<file path="src/rtl/down_counter.sv">
// down_counter: loadable, programmable down-counter / timer.
// Counts a loaded value down to zero and pulses a one-cycle terminal-count
// strobe (tc). With auto_reload set it reloads and keeps running, which gives
// a periodic tick every N cycles with no dead cycle.
// Optional build macro DOWN_COUNTER_PRESCALE_EN adds a PRESCALE parameter;
// while RUN, the count then decrements once per PRESCALE un-held cycles.
module down_counter #(
   parameter int WIDTH = 8
`ifdef DOWN_COUNTER_PRESCALE_EN
   ,
   parameter int PRESCALE = 4
`endif
) (
   input  logic             clk,
   input  logic             rst,
   input  logic             load,
   input  logic [WIDTH-1:0] load_val,
   input  logic             start,
   input  logic             stop,
   input  logic             hold,
   input  logic             auto_reload,
   output logic [WIDTH-1:0] out,
   output logic             busy,
   output logic             tc
);

   typedef enum logic [1:0] {
      S_IDLE = 2'd0,
      S_RUN  = 2'd1,
      S_DONE = 2'd2
   } state_t;

   localparam logic [WIDTH-1:0] ZERO = '0;
   localparam logic [WIDTH-1:0] ONE  = WIDTH'(1);

   state_t           state_q, state_d;
   logic [WIDTH-1:0] out_q, out_d;
   logic [WIDTH-1:0] reload_q, reload_d;
   logic             tc_q, tc_d;
   logic             busy_q, busy_d;
   logic             tick;

`ifdef DOWN_COUNTER_PRESCALE_EN
   localparam int PW = (PRESCALE > 1) ? $clog2(PRESCALE) : 1;
   localparam logic [PW-1:0] PRESC_LAST = PW'(PRESCALE - 1);

   logic [PW-1:0] presc_q, presc_d;

   // The count may only move on the cycle the prescaler wraps.
   assign tick = (presc_q == PRESC_LAST);

   // Prescaler phase: restarts on any control action, frozen while held or not running.
   always_comb begin
      presc_d = presc_q;
      if (load || stop || start) begin
         presc_d = '0;
      end else if ((state_q == S_RUN) && !hold) begin
         presc_d = tick ? '0 : presc_q + PW'(1);
      end
   end

   // Prescaler register.
   always_ff @(posedge clk or negedge rst) begin
      if (!rst) begin
         presc_q <= '0;
      end else begin
         presc_q <= presc_d;
      end
   end
`else
   // Without the prescaler every un-held RUN cycle is a decrement cycle.
   assign tick = 1'b1;
`endif

   // Next-state / next-count logic; priority is load > stop > start > hold > decrement.
   always_comb begin
      state_d  = state_q;
      out_d    = out_q;
      reload_d = reload_q;
      tc_d     = 1'b0;
      if (load) begin
         reload_d = load_val;
         out_d    = load_val;
         // A reload while running restarts the count; a zero load has nothing to count.
         if ((state_q == S_RUN) && (load_val != ZERO)) begin
            state_d = S_RUN;
         end else begin
            state_d = S_IDLE;
         end
      end else if (stop) begin
         if (state_q == S_RUN) begin
            state_d = S_IDLE;
         end
      end else if (start && (state_q != S_RUN)) begin
         if (state_q == S_IDLE) begin
            if (out_q != ZERO) begin
               state_d = S_RUN;
            end
         end else begin
            // Restart from DONE re-arms from the reload register.
            out_d   = reload_q;
            state_d = (reload_q != ZERO) ? S_RUN : S_DONE;
         end
      end else if ((state_q == S_RUN) && !hold && tick) begin
         if (out_q > ONE) begin
            out_d = out_q - ONE;
         end else if (out_q == ONE) begin
            tc_d = 1'b1;
            if (auto_reload) begin
               out_d = reload_q;
            end else begin
               out_d   = ZERO;
               state_d = S_DONE;
            end
         end else begin
            // A zero count in RUN is unreachable; park safely in DONE.
            state_d = S_DONE;
         end
      end
      busy_d = (state_d == S_RUN);
   end

   // State, count, reload and registered outputs.
   always_ff @(posedge clk or negedge rst) begin
      if (!rst) begin
         state_q  <= S_IDLE;
         out_q    <= '0;
         reload_q <= '0;
         tc_q     <= 1'b0;
         busy_q   <= 1'b0;
      end else begin
         state_q  <= state_d;
         out_q    <= out_d;
         reload_q <= reload_d;
         tc_q     <= tc_d;
         busy_q   <= busy_d;
      end
   end

   assign out  = out_q;
   assign busy = busy_q;
   assign tc   = tc_q;

endmodule

</file>
<file path="config.mk">
export PLATFORM = sky130hd
export DESIGN_NAME = down_counter
export DESIGN_NICKNAME = d
export VERILOG_FILES = /design/src/rtl/down_counter.sv
export SDC_FILE = /design/constraint.sdc
export NUM_CORES = 1
export LEC_CHECK = 0
export CAP_MARGIN = 20
export CORE_ASPECT_RATIO = 1.1
export CORE_MARGIN = 2
export CORE_UTILIZATION = 45
export CTS_CLUSTER_DIAMETER = 60
export CTS_CLUSTER_SIZE = 30
export DETAILED_ROUTE_END_ITERATION = 10
export PLACE_DENSITY_LB_ADDON = 0.08
export SETUP_SLACK_MARGIN = 0.15
export SYNTH_ARGS = -nofsm -noshare
export SYNTH_HDL_FRONTEND = slang
export SYNTH_SLANG_ARGS = --single-unit
export TNS_END_PERCENT = 50
</file>
<file path="constraint.sdc">
create_clock -name clk -period 2.9 [get_ports clk]
set_input_delay 0.87 -clock clk [delete_from_list [all_inputs] [get_ports clk]]
set_output_delay 0.87 -clock clk [all_outputs]
set_load 0.02 [all_outputs]
</file>
==> flow_summary.toml <==
[run]
maxCapViolations = 0

[critical_path]
cp.required_ns = 2.03
criticalPathCategory = "reg -> out"
cp.arrival_ns = 1.48
crit_start = "out[2]"
end_kind = "primary output"
reg2reg_depth = 5
r2r-start = "out[3]"
r2r-end = "out[4]"
cp_max_fo = 8
critPathLaunchType = "register"
rrSetupSlack_ns = 0.58
crit_end = "out[2]"

[synth]
ys_warn_count = 0
syn_inst = 142
syn_area_per_cell_sq_um = 9.21
ys_seq_area_share_pct = 38.3
synth_fp_nets = 160
synth_cell_types = 43
ys_ff_latch = 20
syn_area_sq_um = 1310

[global_route]
grt_overflow = 0
antenna_found_initial = 0
first_global_vias = 1240
grt_max_degree = 21
grt_pass1_wl_um = 5600
grt_use_total_pct = 21.2

[timing]
rsz0062_at_grt = "no"
setup_viol_count_final = 0
slew_viol_final = 0
tns_ns = 0
slew_headroom_pct = 61.8
fin_crit_sh_pct = 80.9
final_hold_viol_count = 0
max_freq_mhz = 426
fin_ws_ns = 0.553
tightest_slew_ns = 0.559
fin_skew_ns = 0.00649
finalCriticalPeriod_ns = 2.35

[run_status]
status = "completed"

[pwr]
total_power_mw = 0.821
p_per_area_nw_per_um2 = 502
p_leak_nw = 0.667
ir_drop_mv = 0.309

[drt]
dr_total_vias = 1258
routed_wirelength_um = 3380
viasPerCell = 6.20
wl_per_cell_um = 16.6
dr.pass1.iters = 5
drtAntennaViolNets = 0
drt_drc_violations_left = 0
drt_iter0_drc = 44

[cells_and_area]
fin_util_pct = 58.8
multi_input_area_sq_um = 744
regArea_sq_um = 500
num_antenna_cells = 0
fin_cells = 203
drive_gt1_share_pct = 12.9
fin_nets = 189
syn2layout_area_growth_pct = 25.0
fill_cells = 259

[cts]
ctsHoldBuffers = 0
cts_resized = 0
clock_latency_ns = 0.30
post_cts_buffers = 0
cts_tree = "done"
htreeDepth = 1
numCtsBuffers = 3
cts.clk_slew.worst_paths_ns = 0.11
clock-sinks = 20
clock_path_buffers = 2
root_buffer = "clkbuf_4"

[floorplan]
rows = 20
io_pins = 25
die_h_um = 60.5
fp.coreArea_sq_um = 2780
die_area_sq_um = 3350
die_x_um = 55.4
start_util_pct = 47.1

[placed_design]
dp_hpwl_um = 2550
dp.cells = 199
place_congestion = 0.852
portBuffers = 24
place_ws_ns = 0.404

[worst_hold_path]
hold_depth = 1
hold_path_class = "reg -> reg"
[cell type report]
class,instances,share of cell area [%]
well taps,33,2.53
repair buffers,31,17.9
flip-flops and latches,20,30.6
multi-input cells,110,45.6
inverters,5,1.15
clock buffers,4,2.22
[how the worst min path moves through the flow]
| stage | endpoint | start |
|---|---|---|
| 2_1_floorplan | reload_q[7] | reload_q[7] |
| 3_3_place_gp | reload_q[6] | reload_q[6] |
| 3_5_place_dp | reload_q[3] | reload_q[3] |
| 4_1_cts | reload_q[3] | reload_q[3] |
| 5_1_grt | reload_q[1] | reload_q[1] |
| 6_report | reload_q[1] | reload_q[1] |
[registers in the layout (all words and copies together) (netlist names)]
name / count
out: 8
reload_q: 8
state_q: 2
busy: 1
tc: 1
[synthesized netlist by cell type (all sizes together)]
| master | number | area [sq um] |
|---|---|---|
| nand2b | 1 | 6.26 |
| a21oi | 7 | 35.0 |
| a31oi | 7 | 43.8 |
| inv | 5 | 18.8 |
| o31ai | 1 | 7.51 |
| nand2 | 13 | 48.8 |
| or2 | 1 | 6.26 |
| or4 | 1 | 11.3 |
| ha | 3 | 37.5 |
| mux2 | 8 | 90.1 |
| o21ai | 3 | 15.0 |
| and3 | 2 | 12.5 |
| xor2 | 1 | 8.76 |
| a21o | 1 | 7.51 |
| a211oi | 2 | 15.0 |
| a311oi | 1 | 15.0 |
| a32oi | 1 | 8.76 |
| mux2i | 4 | 40.0 |
| o32ai | 1 | 8.76 |
| a222oi | 2 | 20.0 |
| a221oi | 1 | 8.76 |
| and2 | 2 | 12.5 |
| a22oi | 4 | 30.0 |
| clkbuf | 2 | 7.51 |
| or3 | 1 | 6.26 |
| xnor2 | 3 | 26.3 |
| a211o | 2 | 17.5 |
| nand4 | 2 | 12.5 |
| nand3 | 2 | 10.0 |
| nor2 | 16 | 60.1 |
| a41oi | 1 | 8.76 |
| nand4b | 1 | 8.76 |
| buf | 5 | 36.3 |
| dfrtp | 20 | 500 |
| and4 | 1 | 8.76 |
| nor3 | 3 | 15.0 |
| nor3b | 3 | 22.5 |
| nor4 | 4 | 25.0 |
| o41ai | 1 | 8.76 |
| nand3b | 1 | 7.51 |
| a2111oi | 2 | 17.5 |
[per-stage QoR]
stage / area (sq um) / hold WS (ns)
5_1_grt: 1630 / 0.616
2_1_floorplan: 1310 / 0.520
3_5_place_dp: 1600 / 0.564
3_3_place_gp: 1600 / 0.562
6_report: 1630 / 0.589
4_1_cts: 1630 / 0.592
[power breakdown]
| group | switching (mW) | internal (mW) | leakage (nW) | total (mW) |
|---|---|---|---|---|
| Combinational | 0.151 | 0.142 | 0.409 | 0.293 |
| Sequential | 0.0494 | 0.315 | 0.238 | 0.365 |
| Clock | 0.0864 | 0.0765 | 0.0210 | 0.163 |
[worst max-delay path, stage by stage (launching register included)]
cell and delay [ns]:
dfrtp_1 0.39, buf_4 0.18, clkdlybuf4s50_1 0.61
[per-layer routing]
layer | vias up | part of all wire [%] | track usage (%)
met5 | - | 0 | 0
met4 | 0 | 1.5 | 9.06
met3 | 6 | 6.3 | 2.99
met2 | 50 | 47 | 36.1
met1 | 609 | 46 | 27.6
li1 | 593 | - | -
[placed cells by master, fill, tap and decap left out, types with 3 or more instances in the layout]
cell,n
a21oi_1,7
a22oi_1,4
a31oi_1,7
buf_4,7
clkbuf_4,3
clkdlybuf4s50_1,24
dfrtp_1,20
ha_1,3
inv_1,5
mux2_2,8
mux2i_1,4
nand2_1,13
nor2_1,16
nor3_1,3
nor3b_1,3
nor4_1,4
o21ai_0,3
xnor2_1,3
[cells by family after synthesis]
family | synth area share [%]
compound gates | 20.5
xor+xnor | 2.68
fa+ha+maj | 2.87
buf+inv | 4.78
flops | 38.3
mux | 9.95
simple gates | 21.0
(Power assumes the default switching activity.)
